**config.mk**
```make
export PLATFORM = sky130hd
export DESIGN_NAME = set_sequencer_flat
export DESIGN_NICKNAME = d
export VERILOG_FILES = /design/src/rtl/clock_pkg.sv /design/src/rtl/set_sequencer_if.sv /design/src/rtl/idle_timeout.sv /design/src/rtl/set_sequencer.sv /design/src/flat_wrapper.sv
export SDC_FILE = /design/constraint.sdc
export NUM_CORES = 1
export LEC_CHECK = 0
export ABC_CLOCK_PERIOD_IN_PS = 2700
export CAP_MARGIN = 20
export CORE_MARGIN = 2
export CORE_UTILIZATION = 49
export DETAILED_ROUTE_END_ITERATION = 8
export GPL_TIMING_DRIVEN = 0
export PLACE_DENSITY_LB_ADDON = 0.1
export SETUP_SLACK_MARGIN = 0.05
export SYNTH_ARGS = -nofsm -noshare
export SYNTH_HDL_FRONTEND = slang
export SYNTH_SLANG_ARGS = --single-unit
```
**constraint.sdc**
```tcl
create_clock -name i_Clock -period 2.7 [get_ports i_Clock]
set_clock_uncertainty 0.05 [all_clocks]
set_input_delay 0.54 -clock i_Clock [delete_from_list [all_inputs] [get_ports i_Clock]]
set_output_delay 0.54 -clock i_Clock [all_outputs]
set_load 0.05 [all_outputs]
```
**src/rtl/clock_pkg.sv**
```systemverilog
// clock_pkg: shared definitions for the clock time-setting path.
//   state_t            - sequencer state encoding (ST_RUN, ST_CLEAR, ST_SET)
//   FIELD_SEC/MIN/HOUR - counter field indices (field 0 is the cleared field)
//   DEFAULT_NUM_FIELDS - default number of counter fields
package clock_pkg;

    typedef enum logic [1:0] {
        ST_RUN   = 2'd0,
        ST_CLEAR = 2'd1,
        ST_SET   = 2'd2
    } state_t;

    localparam int FIELD_SEC  = 0;
    localparam int FIELD_MIN  = 1;
    localparam int FIELD_HOUR = 2;

    localparam int DEFAULT_NUM_FIELDS = 3;

endpackage

```
**src/rtl/set_sequencer_if.sv**
```systemverilog
// set_sequencer_if: button/timebase inputs and counter/display controls of the
// time-setting sequencer.
//   master modport - the sequencer (takes button pulses, drives controls)
//   slave modport  - the surrounding datapath (drives pulses, takes controls)
interface set_sequencer_if
    import clock_pkg::*;
#(
    parameter int NUM_FIELDS = DEFAULT_NUM_FIELDS
);
    logic                    i_Switch;
    logic                    i_Increment;
    logic                    i_Tick;
    logic                    o_Counters_Reset;
    logic                    o_Counters_Enable_Increment;
    logic [NUM_FIELDS-1:0]   o_Counters_Enable_Count;
    logic [NUM_FIELDS-2:0]   o_Display_Enable_Digits;
    logic                    o_Display_Enable_Dot;
    logic                    o_Display_Blank;
    logic                    o_Setting;

    modport master (
        input  i_Switch, i_Increment, i_Tick,
        output o_Counters_Reset, o_Counters_Enable_Increment,
               o_Counters_Enable_Count, o_Display_Enable_Digits,
               o_Display_Enable_Dot, o_Display_Blank, o_Setting
    );

    modport slave (
        output i_Switch, i_Increment, i_Tick,
        input  o_Counters_Reset, o_Counters_Enable_Increment,
               o_Counters_Enable_Count, o_Display_Enable_Digits,
               o_Display_Enable_Dot, o_Display_Blank, o_Setting
    );
endinterface

```
**src/rtl/idle_timeout.sv**
```systemverilog
// idle_timeout: saturating count of i_Tick strobes since the last i_Clear.
//   i_Clock  - clock
//   i_Reset  - synchronous active-high reset
//   i_Clear  - restart the idle count (activity); also suppresses expiry
//   i_Tick   - timebase strobe
//   o_Expire - one-cycle strobe on the tick that completes TIMEOUT_TICKS idle
//              ticks; TIMEOUT_TICKS = 0 never expires
module idle_timeout #(
    parameter int TIMEOUT_TICKS = 30
) (
    input  logic i_Clock,
    input  logic i_Reset,
    input  logic i_Clear,
    input  logic i_Tick,
    output logic o_Expire
);
    localparam int CNT_W = (TIMEOUT_TICKS > 0) ? $clog2(TIMEOUT_TICKS + 1) : 1;
    localparam logic [CNT_W-1:0] CNT_MAX   = CNT_W'(TIMEOUT_TICKS);
    localparam logic [CNT_W-1:0] EXPIRE_AT = CNT_W'((TIMEOUT_TICKS > 0) ? TIMEOUT_TICKS - 1 : 0);
    localparam bit TIMEOUT_EN = (TIMEOUT_TICKS != 0);

    logic [CNT_W-1:0] r_Idle;

    // Left combinational so the sequencer can leave SET on the very edge
    // that samples the expiring tick.
    assign o_Expire = TIMEOUT_EN && i_Tick && !i_Clear && (r_Idle == EXPIRE_AT);

    // Idle tick counter: cleared by activity, saturates at TIMEOUT_TICKS.
    always_ff @(posedge i_Clock) begin
        if (i_Reset) begin
            r_Idle <= {CNT_W{1'b0}};
        end else if (i_Clear) begin
            r_Idle <= {CNT_W{1'b0}};
        end else if (i_Tick && (r_Idle != CNT_MAX)) begin
            r_Idle <= r_Idle + CNT_W'(1);
        end else begin
            r_Idle <= r_Idle;
        end
    end
endmodule

```
**src/rtl/set_sequencer.sv**
```systemverilog
// set_sequencer: time-setting mode sequencer for the clock.
// Steps RUN -> (CLEAR) -> SET 1 .. SET NUM_FIELDS-1 -> RUN on i_Switch pulses,
// blinks the field being set and falls back to RUN after an idle timeout.
//   i_Clock, i_Reset - clock and synchronous active-high reset
//   bus (master)     - i_Switch/i_Increment/i_Tick pulses in; counter enables,
//                      digit selects, dot, blank and o_Setting out
// All outputs are registered decodes of the next state, so an input sampled at
// an edge shows on the outputs right after that edge.
module set_sequencer
    import clock_pkg::*;
#(
    parameter int NUM_FIELDS    = DEFAULT_NUM_FIELDS,
    parameter int TIMEOUT_TICKS = 30,
    parameter int CLEAR_ON_SET  = 1
) (
    input  logic             i_Clock,
    input  logic             i_Reset,
    set_sequencer_if.master  bus
);
    localparam int FIELD_W = $clog2(NUM_FIELDS);
    localparam int DIG_W   = NUM_FIELDS - 1;
    localparam logic [FIELD_W-1:0] FIRST_FIELD = FIELD_W'(FIELD_MIN);
    localparam logic [FIELD_W-1:0] LAST_FIELD  = FIELD_W'(NUM_FIELDS - 1);

    state_t               r_State;
    logic [FIELD_W-1:0]   r_Field;
    logic                 r_Blink;

    state_t               next_state_s;
    logic [FIELD_W-1:0]   next_field_s;
    logic                 next_blink_s;
    logic                 idle_clear_s;
    logic                 expire_s;

    logic                 nx_reset_s, nx_inc_s, nx_dot_s, nx_blank_s, nx_setting_s;
    logic [NUM_FIELDS-1:0] nx_count_s;
    logic [DIG_W-1:0]     nx_digits_s;

    logic                 reset_r, inc_r, dot_r, blank_r, setting_r;
    logic [NUM_FIELDS-1:0] count_r;
    logic [DIG_W-1:0]     digits_r;

    // Leaving CLEAR always enters SET 1, so that cycle restarts the idle count
    // just like an explicit switch or increment does.
    assign idle_clear_s = bus.i_Switch || bus.i_Increment || (r_State == ST_CLEAR);

    idle_timeout #(
        .TIMEOUT_TICKS (TIMEOUT_TICKS)
    ) u_idle_timeout (
        .i_Clock  (i_Clock),
        .i_Reset  (i_Reset),
        .i_Clear  (idle_clear_s),
        .i_Tick   (bus.i_Tick),
        .o_Expire (expire_s)
    );

    // Next state and field; a switch in SET takes priority over a timeout.
    always_comb begin
        next_state_s = r_State;
        next_field_s = r_Field;
        case (r_State)
            ST_RUN: begin
                if (bus.i_Switch) begin
                    if (CLEAR_ON_SET != 0) begin
                        next_state_s = ST_CLEAR;
                    end else begin
                        next_state_s = ST_SET;
                        next_field_s = FIRST_FIELD;
                    end
                end else begin
                    next_state_s = ST_RUN;
                end
            end
            ST_CLEAR: begin
                next_state_s = ST_SET;
                next_field_s = FIRST_FIELD;
            end
            ST_SET: begin
                if (bus.i_Switch) begin
                    if (r_Field == LAST_FIELD) begin
                        next_state_s = ST_RUN;
                        next_field_s = FIRST_FIELD;
                    end else begin
                        next_field_s = r_Field + FIELD_W'(1);
                    end
                end else if (expire_s) begin
                    next_state_s = ST_RUN;
                    next_field_s = FIRST_FIELD;
                end else begin
                    next_state_s = ST_SET;
                end
            end
            default: begin
                next_state_s = ST_RUN;
                next_field_s = FIRST_FIELD;
            end
        endcase
    end

    // Blink phase: restarts dark-off on field entry and on increment.
    always_comb begin
        if (next_state_s != ST_SET) begin
            next_blink_s = 1'b0;
        end else if ((r_State != ST_SET) || bus.i_Switch) begin
            next_blink_s = 1'b0;
        end else if (bus.i_Increment) begin
            next_blink_s = 1'b0;
        end else if (bus.i_Tick) begin
            next_blink_s = ~r_Blink;
        end else begin
            next_blink_s = r_Blink;
        end
    end

    // Output decode of the next state, registered below.
    always_comb begin
        nx_reset_s   = 1'b0;
        nx_inc_s     = 1'b0;
        nx_count_s   = {NUM_FIELDS{1'b1}};
        nx_digits_s  = {DIG_W{1'b0}};
        nx_dot_s     = 1'b1;
        nx_blank_s   = 1'b0;
        nx_setting_s = 1'b0;
        case (next_state_s)
            ST_RUN: begin
                nx_count_s = {NUM_FIELDS{1'b1}};
                nx_dot_s   = 1'b1;
            end
            ST_CLEAR: begin
                nx_reset_s   = 1'b1;
                nx_count_s   = {NUM_FIELDS{1'b0}};
                nx_dot_s     = 1'b0;
                nx_setting_s = 1'b1;
            end
            ST_SET: begin
                nx_inc_s     = 1'b1;
                nx_count_s   = NUM_FIELDS'(1'b1) << next_field_s;
                nx_digits_s  = DIG_W'(1'b1) << (next_field_s - FIRST_FIELD);
                nx_dot_s     = 1'b0;
                nx_blank_s   = next_blink_s;
                nx_setting_s = 1'b1;
            end
            default: begin
                nx_count_s = {NUM_FIELDS{1'b1}};
                nx_dot_s   = 1'b1;
            end
        endcase
    end

    // State, blink and output registers; reset lands in the RUN decode.
    always_ff @(posedge i_Clock) begin
        if (i_Reset) begin
            r_State   <= ST_RUN;
            r_Field   <= FIRST_FIELD;
            r_Blink   <= 1'b0;
            reset_r   <= 1'b0;
            inc_r     <= 1'b0;
            count_r   <= {NUM_FIELDS{1'b1}};
            digits_r  <= {DIG_W{1'b0}};
            dot_r     <= 1'b1;
            blank_r   <= 1'b0;
            setting_r <= 1'b0;
        end else begin
            r_State   <= next_state_s;
            r_Field   <= next_field_s;
            r_Blink   <= next_blink_s;
            reset_r   <= nx_reset_s;
            inc_r     <= nx_inc_s;
            count_r   <= nx_count_s;
            digits_r  <= nx_digits_s;
            dot_r     <= nx_dot_s;
            blank_r   <= nx_blank_s;
            setting_r <= nx_setting_s;
        end
    end

    assign bus.o_Counters_Reset            = reset_r;
    assign bus.o_Counters_Enable_Increment = inc_r;
    assign bus.o_Counters_Enable_Count     = count_r;
    assign bus.o_Display_Enable_Digits     = digits_r;
    assign bus.o_Display_Enable_Dot        = dot_r;
    assign bus.o_Display_Blank             = blank_r;
    assign bus.o_Setting                   = setting_r;
endmodule
```
**src/flat_wrapper.sv**
```systemverilog
// flat-port wrapper written by rule: the top's interface ports become plain ports
module set_sequencer_flat import clock_pkg::*;
#(
    parameter int NUM_FIELDS    = DEFAULT_NUM_FIELDS,
    parameter int TIMEOUT_TICKS = 30,
    parameter int CLEAR_ON_SET  = 1
)
  (i_Clock, i_Reset, bus_i_Switch, bus_i_Increment, bus_i_Tick, bus_o_Counters_Reset, bus_o_Counters_Enable_Increment, bus_o_Counters_Enable_Count, bus_o_Display_Enable_Digits, bus_o_Display_Enable_Dot, bus_o_Display_Blank, bus_o_Setting);
  set_sequencer_if #(.NUM_FIELDS(NUM_FIELDS)) bus_i ();
  input  logic i_Clock;
  input  logic i_Reset;
  input wire logic [$bits(bus_i.i_Switch)-1:0] bus_i_Switch;
  input wire logic [$bits(bus_i.i_Increment)-1:0] bus_i_Increment;
  input wire logic [$bits(bus_i.i_Tick)-1:0] bus_i_Tick;
  output wire logic [$bits(bus_i.o_Counters_Reset)-1:0] bus_o_Counters_Reset;
  output wire logic [$bits(bus_i.o_Counters_Enable_Increment)-1:0] bus_o_Counters_Enable_Increment;
  output wire logic [$bits(bus_i.o_Counters_Enable_Count)-1:0] bus_o_Counters_Enable_Count;
  output wire logic [$bits(bus_i.o_Display_Enable_Digits)-1:0] bus_o_Display_Enable_Digits;
  output wire logic [$bits(bus_i.o_Display_Enable_Dot)-1:0] bus_o_Display_Enable_Dot;
  output wire logic [$bits(bus_i.o_Display_Blank)-1:0] bus_o_Display_Blank;
  output wire logic [$bits(bus_i.o_Setting)-1:0] bus_o_Setting;
  assign bus_i.i_Switch = bus_i_Switch;
  assign bus_i.i_Increment = bus_i_Increment;
  assign bus_i.i_Tick = bus_i_Tick;
  assign bus_o_Counters_Reset = bus_i.o_Counters_Reset;
  assign bus_o_Counters_Enable_Increment = bus_i.o_Counters_Enable_Increment;
  assign bus_o_Counters_Enable_Count = bus_i.o_Counters_Enable_Count;
  assign bus_o_Display_Enable_Digits = bus_i.o_Display_Enable_Digits;
  assign bus_o_Display_Enable_Dot = bus_i.o_Display_Enable_Dot;
  assign bus_o_Display_Blank = bus_i.o_Display_Blank;
  assign bus_o_Setting = bus_i.o_Setting;
  set_sequencer #(.NUM_FIELDS(NUM_FIELDS), .TIMEOUT_TICKS(TIMEOUT_TICKS), .CLEAR_ON_SET(CLEAR_ON_SET)) u_core (.i_Clock(i_Clock), .i_Reset(i_Reset), .bus(bus_i));
endmodule
```
==> reports/qor.yml, run 1 <==
run_status: "finished clean"
insertion_delay_of_the_later_clocked_pin_in_the_worst_skew_pair_ps: 300
dieHeight_um: 45.7
synth.cell_area_um2: 853
hold_end: "u_core.bus.o_Display_Blank"
clockRootBuffer: "sky130_fd_sc_hd__clkbuf_4"
dr.first_iter.drc_count: 8
row_count: 15
synth.avg_cell_area_um2: 9.28
antenna_cells: 0
grt_overflow: 0
grt_setup_unrepaired: "false"
mappedNetlistNets: 104
edff_count_synth: 0
grt_pass1_wl_um: 2260
count_leader_synth: "sky130_fd_sc_hd__dfxtp_1"
share_of_the_synthesized_area_in_the_top_cell_type_pct: 46.9
r2r_start: "u_core.u_idle_timeout.r_Idle[1]"
drcViolationCount: 0
startpoint_type: "input pin"
vdd.ir_drop.worst_uv: 363
worst-endpoint-required_ps: 2850
antenna_violating_nets_post_route: 0
cpPeakStageDelay_ps: 460
start_util_pct: 50.5
vias_per_inst: 4.99
ys_top_cells_by_area: "sky130_fd_sc_hd__dfxtp_1 (47%), sky130_fd_sc_hd__ha_1 (10%), sky130_fd_sc_hd__nor2_1 (4.4%), sky130_fd_sc_hd__inv_1 (3.5%), sky130_fd_sc_hd__nand2_1 (3.5%)"
final_wl_um: 1300
ys_seq_area_share_pct: 46.9
post_synth_num_cell_types: 27
cp-end-kind: "flip-flop"
measured_slew_at_the_worst_slew_check_pin_ps: 490
nets: 121
power.leakage_nw: 0.452
syn_inst: 92
timing.rr.end: "u_core.bus.o_Counters_Enable_Count[0]"
fillerInstances: 146
asyncSetResetFlopFracSynth_pct: 0
min-delay-path-class: "in -> reg"
r2r.worst_path.cells: 10
fin_total_pwr_mw: 0.686
antenna_found_initial: 0
maxSlewHeadroom_pct: 67.2
synthFlopType: "sky130_fd_sc_hd__dfxtp_1"
yosysWarnings: 0
synth_common_cells: "sky130_fd_sc_hd__dfxtp_1 (20), sky130_fd_sc_hd__nor2_1 (10), sky130_fd_sc_hd__inv_1 (8), sky130_fd_sc_hd__nand2_1 (8), sky130_fd_sc_hd__ha_1 (7)"
cts-buffers-inserted: 3
grt_start_max_net_pins: 13
netlist.top_cell.by_area: "sky130_fd_sc_hd__dfxtp_1"
pwr_density_cell_nw_per_um2: 655
drv_cap: 0
track_usage_pct: 15.5
final_period_minus_worst_setup_slack_ps: 2340
post_route_cells_drive_above_1_share_pct: 8.33
timing.final.hold_violations: 0
design.die.area_um2: 2090
core_um2: 1690
number_of_gates_resized_after_cts: 0
holdCritStartpoint: "bus_i_Switch"
critical_path.slowest_cell: "sky130_fd_sc_hd__clkdlybuf4s50_1"
worst-endpoint-arrival_ps: 2500
htreeDepth: 1
worstHoldPathCells: 2
cts_tree: "yes"
drt-pass1-iter-count: 4
portBuffers: 12
timing.setup.critical_path_class: "in -> reg"
cts.clk_slew.worst_paths_ps: 110
cts_hold_repair.buffers: 0
layout-area-overhead-vs-synth_pct: 22.7
max-clock-path-buffers: 2
ys_ff_latch: 20
via_count: 624
finalSetupViolCount: 0
gpl.final_weighted_congestion: 0.820
dpl.hpwl_um: 973
boundaryPins: 15
postCtsSetupBuffers: 0
critPathMaxFanout: 4
chipWidth_um: 45.7
clock.fmax_mhz: 427
grt_pass1_vias: 534
final.period_utilization_pct: 86.8
critical_path.most_common_cell: "sky130_fd_sc_hd__inv_1"
clkSinkCount: 20
tns_ps: 0
timing.final.max_slew_violations: 0
timing.critical_path.cells: "clkdlybuf4s50_1 > and3b_1 > nand3b_1 > a31oi_1 > inv_1 > ha_1 > nor2_1 > inv_1 > a31o_1"
timing.reg2reg.setup_slack_ps: 580
wl_per_cell_um: 10.4
[power by group]
| group | total (mW) | internal [mW] | switching [mW] |
|---|---|---|---|
| clock network | 0.240 | 0.150 | 0.0896 |
| logic | 0.127 | 0.0448 | 0.0825 |
| registers | 0.319 | 0.312 | 0.00714 |
[sequential cells by signal, indices dropped and copies added, names as in the netlist]
register and flops:
u_core.bus.o_Counters_Enable_Count 3, u_core.bus.o_Counters_Enable_Increment 1, u_core.bus.o_Counters_Reset 1, u_core.bus.o_Display_Blank 1, u_core.bus.o_Display_Enable_Digits 2, u_core.bus.o_Display_Enable_Dot 1, u_core.bus.o_Setting 1, u_core.r_Blink 1
u_core.r_Field 2, u_core.r_State 2, u_core.u_idle_timeout.r_Idle 5
[logic make-up after synthesis]
logic type	after synthesis	synth area share [%]
mux	1	1.17
fa+ha+maj	7	10.3
buf+inv	11	6.16
compound gates	10	7.33
simple gates	38	23.0
xor+xnor	5	5.13
flops	20	46.9
[critical path: cells and delay by family]
family	cells	cell delay, ps
buffers and inverters	3	620
AO/OA/AOI/OAI	2	480
adder cells (fa/ha/maj)	1	270
AND/OR/NAND/NOR	3	580
[cell type report]
class | instances | area (um2) | area share [%]
clock buffer | 3 | 22.5 | 2.15
multi-input combinational | 61 | 400 | 38.2
clock inverter | 1 | 30.0 | 2.87
buffer | 2 | 18.8 | 1.79
timing repair buffer | 12 | 120 | 11.5
sequential | 20 | 400 | 38.2
inverter | 9 | 33.8 | 3.23
tap | 17 | 21.3 | 2.03
[worst max-delay path by stage]
stage,start,to,slack [ps],cells after the start
CTS,bus_i_Increment,u_core.bus.o_Counters_Enable_Count[0],340,9
floorplan,bus_i_Tick,u_core.bus.o_Counters_Enable_Count[0],660,9
finish,bus_i_Increment,u_core.bus.o_Counters_Enable_Count[0],360,9
detailed placement,bus_i_Increment,u_core.bus.o_Counters_Enable_Count[0],20,9
global placement,bus_i_Increment,u_core.bus.o_Counters_Enable_Count[0],30,9
global route,bus_i_Increment,u_core.bus.o_Counters_Enable_Count[0],150,9
[per-stage QoR]
stage                     setup WS (ps)  std cells  util, %  hold WS (ps)  instance area, um2
final                               357        125     62.0           382                1050
after global routing                146        125     62.0           363                1050
after CTS                           339        125     62.0           373                1050
after detailed placement           15.7        121     58.9           482                 995
after global placement             27.0        121     58.9           480                 995
after floorplan                     656         92        -           447                 853
[placed cells by master (no fill, tap or decap), types with 3 or more instances in the layout]
| master | Yosys | routed |
|---|---|---|
| sky130_fd_sc_hd__clkdlybuf4s50_1 | 0 | 12 |
| sky130_fd_sc_hd__nand2_1 | 8 | 8 |
| sky130_fd_sc_hd__a21oi_1 | 5 | 5 |
| sky130_fd_sc_hd__clkbuf_4 | 0 | 3 |
| sky130_fd_sc_hd__nand3_1 | 3 | 3 |
| sky130_fd_sc_hd__ha_1 | 7 | 7 |
| sky130_fd_sc_hd__xor2_1 | 3 | 3 |
| sky130_fd_sc_hd__nand2b_1 | 3 | 3 |
| sky130_fd_sc_hd__nor2_1 | 10 | 10 |
| sky130_fd_sc_hd__dfxtp_1 | 20 | 20 |
| sky130_fd_sc_hd__inv_1 | 8 | 8 |
[per-layer routing]
metal	vias up	global-route usage (%)	share of wire, %
met3	4	4.76	4.0
met1	269	20.9	52
met2	12	22.0	41
li1	339	-	-
met5	-	0	0
met4	0	8.57	2.2
No activity file was read; power rests on OpenSTA's default activity.
==> inputs of run 2 (changes only) <==
CAP_MARGIN = unset   (was 20)
==> results of run 2 <==
Same layout as run 1: the final DEF is identical, and so are final timing and power.
